==> src/rtl/pipe_stage_reg.sv <==
// ---------------------------------------------------------------------------
// pipe_stage_reg
//
// Purpose:
//   Generic inter-stage pipeline register (D2X, X2M, M2W, ...). It carries a
//   payload bus and a control bus and uses a valid/ready handshake so that
//   downstream stalls apply back-pressure. A synchronous flush squashes
//   everything held or arriving. With SKID=1 a second (skid) entry lets
//   in_ready come straight from a flop, which breaks the combinational
//   ready path between neighbouring stages. The control bits are forced to
//   zero whenever the stage presents a bubble. This keeps stray memWrt or
//   regWrt bits from leaking downstream.
//
// Parameters:
//   DATA_W    payload width
//   CTRL_W    control width (gated to zero when out_valid=0)
//   SKID      1: main + skid entry, registered in_ready; 0: main entry only
//
// Ports:
//   clk        in   clock, rising edge
//   rst        in   asynchronous reset, active low
//   in_valid   in   upstream beat valid
//   in_ready   out  stage accepts a beat this cycle
//   in_data    in   upstream payload
//   in_ctrl    in   upstream control bits
//   flush      in   synchronous squash of held and incoming beats
//   out_valid  out  downstream beat valid
//   out_ready  in   downstream accepts the beat this cycle
//   out_data   out  payload of the oldest held beat
//   out_ctrl   out  control of the oldest beat, zero when out_valid=0
//   occupancy  out  number of beats currently held (0..2)
// ---------------------------------------------------------------------------
module pipe_stage_reg #(
    parameter int DATA_W = 64,
    parameter int CTRL_W = 8,
    parameter int SKID   = 1
) (
    input  logic              clk,
    input  logic              rst,
    input  logic              in_valid,
    output logic              in_ready,
    input  logic [DATA_W-1:0] in_data,
    input  logic [CTRL_W-1:0] in_ctrl,
    input  logic              flush,
    output logic              out_valid,
    input  logic              out_ready,
    output logic [DATA_W-1:0] out_data,
    output logic [CTRL_W-1:0] out_ctrl,
    output logic [1:0]        occupancy
);

    logic              r_mainValid;
    logic [DATA_W-1:0] r_mainData;
    logic [CTRL_W-1:0] r_mainCtrl;

    logic              r_skidValid;
    logic [DATA_W-1:0] r_skidData;
    logic [CTRL_W-1:0] r_skidCtrl;

    logic              w_fireIn;
    logic              w_fireOut;

    assign w_fireIn  = in_valid & in_ready & ~flush;
    assign w_fireOut = r_mainValid & out_ready;

    // Main entry. It only reloads when it is empty or its beat leaves this
    // cycle, so out_data/out_ctrl hold steady during a stall. A waiting skid
    // beat is always older than the incoming beat and therefore goes first.
    // The skid entry can only be occupied while main is full, so the skid
    // branch is reached only on a fire_out.
    always_ff @(posedge clk or negedge rst) begin
        if (!rst) begin
            r_mainValid <= 1'b0;
            r_mainData  <= '0;
            r_mainCtrl  <= '0;
        end else if (flush) begin
            r_mainValid <= 1'b0;
        end else if (!r_mainValid || w_fireOut) begin
            if (r_skidValid) begin
                r_mainValid <= 1'b1;
                r_mainData  <= r_skidData;
                r_mainCtrl  <= r_skidCtrl;
            end else if (w_fireIn) begin
                r_mainValid <= 1'b1;
                r_mainData  <= in_data;
                r_mainCtrl  <= in_ctrl;
            end else begin
                r_mainValid <= 1'b0;
            end
        end
    end

    generate
        if (SKID != 0) begin : g_skid
            // Skid entry. It catches a beat that arrived while main was
            // stalled, and it drains into main on the next fire_out. While it
            // is full, in_ready is low, so no new beat can arrive at the same
            // time as the drain.
            always_ff @(posedge clk or negedge rst) begin
                if (!rst) begin
                    r_skidValid <= 1'b0;
                    r_skidData  <= '0;
                    r_skidCtrl  <= '0;
                end else if (flush) begin
                    r_skidValid <= 1'b0;
                end else if (r_skidValid) begin
                    if (w_fireOut) begin
                        r_skidValid <= 1'b0;
                    end
                end else if (r_mainValid && !w_fireOut && w_fireIn) begin
                    r_skidValid <= 1'b1;
                    r_skidData  <= in_data;
                    r_skidCtrl  <= in_ctrl;
                end
            end

            // Ready is a pure flop output: there is room unless the skid entry is busy.
            assign in_ready = ~r_skidValid;
        end else begin : g_noSkid
            assign r_skidValid = 1'b0;
            assign r_skidData  = '0;
            assign r_skidCtrl  = '0;

            // Without a skid entry, a beat can only enter when main is empty
            // or is being emptied in this same cycle.
            assign in_ready = ~r_mainValid | out_ready;
        end
    endgenerate

    assign out_valid = r_mainValid;
    assign out_data  = r_mainData;
    assign out_ctrl  = r_mainValid ? r_mainCtrl : '0;
    assign occupancy = {1'b0, r_mainValid} + {1'b0, r_skidValid};

endmodule

==> config.mk <==
export PLATFORM = sky130hd
export DESIGN_NAME = pipe_stage_reg
export DESIGN_NICKNAME = d
export VERILOG_FILES = /design/src/rtl/pipe_stage_reg.sv
export SDC_FILE = /design/constraint.sdc
export NUM_CORES = 1
export LEC_CHECK = 0
export ABC_CLOCK_PERIOD_IN_PS = 2050
export CAP_MARGIN = 20
export CORE_MARGIN = 2
export CORE_UTILIZATION = 40
export DETAILED_ROUTE_END_ITERATION = 10
export GPL_ROUTABILITY_DRIVEN = 0
export PLACE_DENSITY_LB_ADDON = 0.12
export SLEW_MARGIN = 20
export SYNTH_ARGS = -nofsm -noshare
export SYNTH_HDL_FRONTEND = slang
export SYNTH_SLANG_ARGS = --single-unit
==> constraint.sdc <==
create_clock -name clk -period 2.05 [get_ports clk]
set_clock_uncertainty 0.2 [all_clocks]
set_input_delay 0.41 -clock clk [delete_from_list [all_inputs] [get_ports clk]]
set_output_delay 0.41 -clock clk [all_outputs]
set_load 0.005 [all_outputs]
==> results of run 1 <==
through the flow:
step	hold WS, ns	area (µm²)	setup TNS [ns]	util [%]	power (µW)
after floorplan	-0.08559	6738	0	-	5108
after global placement	0.1829	8583	-29.27	51.94	6151
after detailed placement	0.1875	8583	-34.48	51.94	6225
after CTS	0.3035	9230	-0.6725	55.86	9451
after global routing	0.3190	9423	-0.05673	57.02	9832
final	0.3022	9423	0	57.02	9345
flip-flops by register name, indices dropped and copies added (netlist names):
| name | cells |
|---|---|
| out_data | 64 |
| r_skidData | 64 |
| r_mainCtrl | 8 |
| r_skidCtrl | 8 |
| out_valid | 1 |
| r_skidValid | 1 |
layout by cell type (no fill, tap or decap), types with 2 or more instances in the layout:
master and instances:
clkbuf_2 2, buf_12 9, and2_1 6, clkdlybuf4s50_1 139, clkinv_4 3, buf_2 3, and2_4 2, bufinv_16 3
mux2_4 80, clkbuf_16 21, dfrtp_1 144, clkinvlp_4 2, buf_4 14, a21oi_1 2, clkinv_2 4, mux2_2 136
buf_6 9, clkdlybuf4s15_1 4
cell families (layout without fill, tap and decap cells):
group | count (synthesis) | after routing | synth area share (%)
buf+inv | 25 | 221 | 3.287
fa+ha+maj | 1 | 1 | 0.1857
flops | 146 | 146 | 54.22
simple gates | 13 | 13 | 1.486
compound gates | 3 | 3 | 0.2600
mux | 216 | 216 | 40.56
layer usage:
layer  share of wire, %  track usage (%)
met1                 43            20.73
met2                 50            27.98
met3                5.4            4.989
met4                1.4            5.733
met5                  0                0
worst max path at each step:
stage | from | end | slack (ns) | cells after the start
after floorplan | r_skidValid | out_data[44] | 0.36 | 3
after CTS | out_valid | out_ctrl[2] | -0.08 | 4
after global placement | out_ready | out_data[49] | -0.32 | 5
final | out_valid | out_ctrl[2] | 0.03 | 4
after detailed placement | out_ready | out_data[33] | -0.38 | 5
after global routing | out_valid | out_ctrl[2] | -0.02 | 4
worst max-delay path, cell delays in order, from the launching register on:
cell and delay, ns:
dfrtp_2 0.46, buf_12 0.15, buf_4 0.12, and2_1 0.14, clkbuf_2 0.11
repair_timing:
item,4_1_cts,5_1_grt
setup endpoints to repair,12,100
resized for setup,32,14
hold buffers,1,0
pin swaps,0,2
cloned,0,6
endpoints found under the hold margin,41,0
buffers inserted,6,4
synthesized netlist by cell type, drive strengths merged:
cell type,count
a211oi,1
a21oi,2
and2,8
buf,23
clkbuf,1
dfrtp,146
ha,1
inv,1
mux2,216
nand2b,1
nand3,1
nor2,1
nor3,1
nor3b,1
power by group through the flow:
stage	registers, µW	logic, µW	clock network, µW
6_report	3990	2220	3130
5_1_grt	4080	2390	3360
4_1_cts	3990	2220	3240
3_5_place_dp	4020	2210	0
3_3_place_gp	4000	2150	0
2_1_floorplan	3940	1160	0
area by class of cell:
class                   instances  area (µm²)
well taps                     220       275.3
clock inverters                13       160.2
multi-input cells             233        2880
inverters                       1       3.754
flip-flops and latches        146        3659
clock buffers                  19       442.9
fillers                      1322        7102
repair buffers                188        2002
==> flow_metrics.env, run 1 <==
export IMPL_clk_pin_slew_ns=0.06
export IMPL_tritoncts="built"
export IMPL_cap_violations=0
export IMPL_hold_viol_final=0
export IMPL_power_frac_clock_pct=33.5
export IMPL_powerDensity_mw_per_mm2=991.7
export IMPL_drive_above_1_share_pct=49.33
export IMPL_crit_arrival_ns=1.41
export IMPL_fp_dieW_um=133.8
export IMPL_pwr_share_seq_pct=42.6
export IMPL_fmax_mhz=495.4
export IMPL_grtUsageTotal_pct=16.73
export IMPL_clock_latency_ns=0.41
export IMPL_maxSlewViolCount=0
export IMPL_relSlewSlack_pct=68.34
export IMPL_period_share_pct=98.47
export IMPL_grt_antenna_before_repair=0
export IMPL_final_setup_viol_count=0
export IMPL_syn_nets=482
export IMPL_status="complete, no violations"
export IMPL_drt_total_wl_um=14930
export IMPL_vias=3978
export IMPL_worst_slack_ns=0.03131
export IMPL_switching_share_pct=23.41
export IMPL_cp_data_required_time_ns=1.44
export IMPL_p_int_uw=7157
export IMPL_grt_pass1_wl_um=23220
export IMPL_synth_top_cell_area_share_pct=54.22
export IMPL_tightest_slew_ns=0.4749
export IMPL_avgSynthCellArea_um2=16.68
export IMPL_start_kind="flop"
export IMPL_avgRoutedWirePerCell_um=18.20
export IMPL_dr_first_iter_drc_count=124
export IMPL_crit_type="reg -> out"
export IMPL_detail_route_antenna_nets=0
export IMPL_netlist_instances=404
export IMPL_routed_via_density=4.851
export IMPL_core_mm2=0.01652
export IMPL_ff2ff_path_depth=7
export IMPL_nets=665
export IMPL_reg2reg_from="r_skidValid"
export IMPL_grt_overflow=0
export IMPL_grt_max_degree=50
export IMPL_dp_hpwl_um=9352
export IMPL_h_tree_depth=4
export IMPL_r2r_slack_ns=0.05
export IMPL_row_count=47
export IMPL_hp_class="in -> async"
export IMPL_leakagePower_uw=0.004249
export IMPL_n_antenna_cell=0
export IMPL_initial_core_util_pct=40.77
export IMPL_instances_no_fill=820
export IMPL_die_area_mm2=0.01790
export IMPL_cp_max_fo=5
export IMPL_yosys_top_cells_area="dfrtp_1, mux2_2, mux2_4"
export IMPL_period_minus_slack_ns=2.019
export IMPL_netlist_area_mm2=0.006738
export IMPL_p_sw_uw=2188
export IMPL_yosysWarnings=0
export IMPL_placed_cells=771
export IMPL_ir_worst_vdd_uv=602.6
export IMPL_first_global_vias=4431
export IMPL_reg2reg_to="out_data[0]"
export IMPL_yosysTopAreaCell="dfrtp_1"
export IMPL_clk_path_buf_depth=2
export IMPL_io_buffers=152
export IMPL_rsz0062_at_grt="true"
export IMPL_ios=153
export IMPL_synth_distinct_cells=17
export IMPL_die_h_um=133.8
export IMPL_share_comb_of_total_power_pct=23.8
export IMPL_cts_root_buf="clkbuf_16"
export IMPL_ys_ff_latch=146
export IMPL_cp_end_kind="output pin"
export IMPL_dr_pass1_iters=4
export IMPL_cts_sinks=146
export IMPL_route_detailed_drc=0
export IMPL_area_growth_pct=39.85
export IMPL_place_ws_ns=-0.3827
export IMPL_ys_seq_area_share_pct=54.22
export IMPL_cts_buffers=17
No activity file was read; power rests on OpenSTA's default activity.
==> inputs of run 2 (changes only) <==
- CTS_BUF_LIST: not set -> sky130_fd_sc_hd__clkbuf_4 sky130_fd_sc_hd__clkbuf_8
==> flow_metrics.env, run 2 (same netlist as run 1, synthesis figures left out) <==
export IMPL_detail_route_antenna_nets=0
export IMPL_cap_violations=0
export IMPL_instances_no_fill=823
export IMPL_first_global_vias=4419
export IMPL_powerDensity_mw_per_mm2=923.7
export IMPL_crit_arrival_ns=1.51
export IMPL_drt_total_wl_um=15230
export IMPL_path_cells="buf_4 -> clkdlybuf4s50_1"
export IMPL_fin_area_mm2=0.009326
export IMPL_cts_root_buf="clkbuf_8"
export IMPL_path_delay_family="buffers and inverters"
export IMPL_grtUsageTotal_pct=16.90
export IMPL_worst_slack_ns=-0.07122
export IMPL_area_growth_pct=38.42
export IMPL_tightest_slew_ns=0.4756
export IMPL_grt_max_degree=50
export IMPL_routed_via_density=4.836
export IMPL_violations="negative setup slack"
export IMPL_final_setup_viol_count=4
export IMPL_fmax_mhz=471.4
export IMPL_nets=668
export IMPL_h_tree_depth=4
export IMPL_initial_core_util_pct=40.77
export IMPL_cp_num_buf_inv=2
export IMPL_grt_overflow=0
export IMPL_dr_first_iter_drc_count=117
export IMPL_avgRoutedWirePerCell_um=18.50
export IMPL_io_buffers=152
export IMPL_die_area_mm2=0.01790
export IMPL_grt_pass1_wl_um=23390
export IMPL_relSlewSlack_pct=68.29
export IMPL_tritoncts="built"
export IMPL_ios=153
export IMPL_maxSlewViolCount=0
export IMPL_die_h_um=133.8
export IMPL_grt_antenna_before_repair=0
export IMPL_slowest_delay_ns=0.49
export IMPL_period_share_pct=103.5
export IMPL_cts_buffers=17
export IMPL_clock_latency_ns=0.45
export IMPL_fp_dieW_um=133.8
export IMPL_cp_max_fo=4
export IMPL_critPathSlowestCell="clkdlybuf4s50_1"
export IMPL_dr_pass1_iters=4
export IMPL_cts_sinks=146
export IMPL_crit_type="reg -> out"
export IMPL_n_antenna_cell=0
export IMPL_cp_end_kind="output pin"
export IMPL_start_kind="flop"
export IMPL_rsz0062_at_grt="true"
export IMPL_hp_class="in -> async"
export IMPL_vias=3980
export IMPL_placed_cells=771
export IMPL_drive_above_1_share_pct=51.58
export IMPL_status="finished, violations left"
export IMPL_final_cell_mix="dfrtp_1, clkdlybuf4s50_1, mux2_2"
export IMPL_leakagePower_uw=0.004193
export IMPL_hold_viol_final=0
export IMPL_route_detailed_drc=0
export IMPL_row_count=47
export IMPL_layout_commonest_cell="dfrtp_1"
export IMPL_place_ws_ns=-0.3827
export IMPL_core_mm2=0.01652
export IMPL_clk_path_buf_depth=2
export IMPL_fin_setup_tns_ns=-0.2108
export IMPL_cp_data_required_time_ns=1.44
export IMPL_dp_hpwl_um=9352
export IMPL_total_power_uw=8615
export IMPL_clk_pin_slew_ns=0.08
export IMPL_placed_area_mm2=0.008583
export IMPL_period_minus_slack_ns=2.121
export IMPL_ir_worst_vdd_uv=408.9
run 2: final timing paths:
check / startpoint / end / slack (ns) / depth (start not counted)
hold / removal: rst / r_skidData[57] / 0.27 / 2
setup reg to reg: out_valid / out_data[63] / 0 / 7
setup / recovery: out_valid / out_valid / -0.07 / 2
max in group asynchronous: rst / r_skidValid / 0.81 / 3
min in group clk: r_skidCtrl[3] / r_skidCtrl[3] / 0.31 / 1
hold reg to reg: r_skidCtrl[3] / r_skidCtrl[3] / 0.31 / 1
run 2: through the flow:
stage	utilization, %	hold slack (ns)
after global routing	56.44	0.2856
after detailed placement	51.94	0.1875
after CTS	55.04	0.2661
after global placement	51.94	0.1829
after floorplan	-	-0.08559
final	56.44	0.2659
run 2: final cells by class:
cell class	instances	area (µm²)
Inverter	1	3.754
Multi-Input combinational cell	233	2900
Clock buffer	19	255.2
Fill cell	1339	7198
Clock inverter	13	160.2
Timing Repair Buffer	191	2073
Tap cell	220	275.3
Sequential cell	146	3659
run 2: report_power, final:
group / leakage (µW) / total (µW) / switching, µW / internal (µW)
Combinational: 0.00223 / 2270 / 622 / 1650
Clock: 0.000209 / 2370 / 1120 / 1250
Sequential: 0.00176 / 3980 / 392 / 3590
Total: 0.00419 / 8610 / 2130 / 6480
run 2: metal layers:
layer | up-vias | GRT usage (%) | share of wire [%] | routed length (µm)
li1 | 1814 | - | - | -
met1 | 2059 | 20.95 | 44 | 6755
met2 | 93 | 28.43 | 49 | 7535
met3 | 14 | 5.140 | 5.0 | 760
met4 | 0 | 5.260 | 1.2 | 178
met5 | - | 0 | 0 | 0
run 2: repair_timing:
| action | 4_1_cts | 5_1_grt |
|---|---|---|
| buffers inserted | 8 | 4 |
| hold buffers | 1 | 0 |
| hold endpoints to repair | 41 | 0 |
| endpoints found under the setup margin | 12 | 106 |
| gates resized for setup | 58 | 18 |
| cloned | 0 | 7 |
| pin swaps | 1 | 2 |
==> inputs of run 3 (changes only) <==
==> constraint.sdc (replaced) <==
create_clock -name clk -period 2.05 [get_ports clk]
set_clock_uncertainty 0.2 [all_clocks]
set_input_delay 0.5125 -clock clk [delete_from_list [all_inputs] [get_ports clk]]
set_output_delay 0.5125 -clock clk [all_outputs]
set_load 0.005 [all_outputs]
==> flow_metrics.env, run 3 (same netlist as run 1, synthesis figures left out) <==
export IMPL_core_mm2=0.01652
export IMPL_powerDensity_mw_per_mm2=914.6
export IMPL_dr_pass1_iters=4
export IMPL_hold_viol_final=0
export IMPL_cp_data_required_time_ns=1.34
export IMPL_row_count=47
export IMPL_p_sw_uw=2114
export IMPL_placed_area_mm2=0.008633
export IMPL_first_global_vias=4273
export IMPL_fp_dieW_um=133.8
export IMPL_final_cell_mix="dfrtp_1, mux2_4, mux2_2"
export IMPL_share_comb_of_total_power_pct=25.7
export IMPL_cp_end_kind="output pin"
export IMPL_tightest_slew_ns=0.3003
export IMPL_grt_overflow=0
export IMPL_final_setup_viol_count=9
export IMPL_ios=153
export IMPL_power_frac_clock_pct=28.8
export IMPL_worst_slack_ns=-0.05682
export IMPL_routed_via_density=4.834
export IMPL_p_int_uw=6633
export IMPL_vias=3993
export IMPL_dr_first_iter_drc_count=110
export IMPL_crit_type="reg -> out"
export IMPL_total_power_uw=8747
export IMPL_clock_latency_ns=0.44
export IMPL_clk_path_buf_depth=2
export IMPL_leakagePower_uw=0.004653
export IMPL_grtUsageTotal_pct=16.61
export IMPL_cap_violations=0
export IMPL_violations="negative setup slack"
export IMPL_hp_class="in -> async"
export IMPL_drive_above_1_share_pct=51.82
export IMPL_fin_area_mm2=0.009564
export IMPL_grt_pass1_wl_um=23090
export IMPL_n_antenna_cell=0
export IMPL_crit_arrival_ns=1.39
export IMPL_tritoncts="built"
export IMPL_multiInputGateArea_mm2=0.003010
export IMPL_h_tree_depth=4
export IMPL_avgRoutedWirePerCell_um=18.91
export IMPL_status="finished, violations left"
export IMPL_fillCellCount=1316
export IMPL_cts_sinks=146
export IMPL_relSlewSlack_pct=79.98
export IMPL_drt_total_wl_um=15620
export IMPL_period_share_pct=102.8
export IMPL_cts_root_buf="clkbuf_8"
export IMPL_seqCellArea_mm2=0.003659
export IMPL_nets=671
export IMPL_layout_commonest_cell="dfrtp_1"
export IMPL_maxSlewViolCount=0
export IMPL_rsz0062_at_grt="true"
export IMPL_pwr_share_seq_pct=45.4
export IMPL_place_ws_ns=-0.3959
export IMPL_post_route_util_pct=57.88
export IMPL_ir_worst_vdd_uv=396.1
export IMPL_dp_hpwl_um=9654
export IMPL_r2r_slack_ns=0.01
export IMPL_area_growth_pct=41.95
export IMPL_clk_pin_slew_ns=0.08
export IMPL_initial_core_util_pct=40.77
export IMPL_grt_antenna_before_repair=0
export IMPL_route_detailed_drc=0
export IMPL_cts_buffers=17
export IMPL_detail_route_antenna_nets=0
export IMPL_cp_max_fo=6
export IMPL_die_h_um=133.8
export IMPL_period_minus_slack_ns=2.107
export IMPL_fin_setup_tns_ns=-0.2064
export IMPL_fmax_mhz=474.6
export IMPL_grt_max_degree=49
export IMPL_switching_share_pct=24.17
export IMPL_die_area_mm2=0.01790
export IMPL_io_buffers=152
export IMPL_start_kind="flop"
run 3: repair_timing:
item                                    4_1_cts  5_1_grt
hold endpoints to repair                     23        0
hold buffers                                  1        0
gates cloned                                  0       10
gates resized for setup                      90       74
endpoints found under the setup margin       51      132
buffers inserted                              6        1
pin swaps                                     0        2
run 3: layout make-up:
cell class / instances / area share, %
inverter: 1 / 0.06541
tap: 220 / 2.878
multi-input combinational: 233 / 31.48
sequential: 146 / 38.25
clock inverter: 10 / 1.622
timing repair buffer: 194 / 22.67
clock buffer: 22 / 3.035
run 3: path summary, 6_finish.rpt:
kind	startpoint	endpoint	cells after the start
worst min register to register	r_mainCtrl[4]	r_mainCtrl[4]	1
worst max register to register	out_valid	out_data[53]	7
max in group asynchronous	rst	out_data[59]	3
worst max-delay path	out_valid	out_ctrl[1]	4
worst min-delay path	rst	r_skidData[55]	2
min in group clk	r_mainCtrl[4]	r_mainCtrl[4]	1
run 3: metal layers:
layer  up-vias  share of wire, %  global-route usage [%]
li1       1824                 -                       -
met1      2051                47                   22.19
met2       100                48                   26.58
met3        18               4.1                   4.195
met4         0               1.3                   5.496
met5         -                 0                       0
run 3: metrics by stage:
step / instances / hold WS [ns]
finish: 826 / 0.2964
global route: 826 / 0.3063
CTS: 815 / 0.2911
detailed placement: 776 / 0.2097
global placement: 776 / 0.2086
floorplan: 404 / 0.01691
run 3: critical path, stage by stage (launching register included):
cell and delay, ns:
dfrtp_2 0.45, buf_12 0.15, buf_12 0.12, and2_4 0.13, buf_6 0.11
run 3: power by group through the flow:
stage / combinational [µW] / clock, µW / sequential [µW]
4_1_cts: 2150 / 2580 / 3970
3_3_place_gp: 2180 / 0 / 3990
6_report: 2250 / 2520 / 3970
2_1_floorplan: 1160 / 0 / 3940
5_1_grt: 2410 / 2710 / 4060
3_5_place_dp: 2230 / 0 / 4010
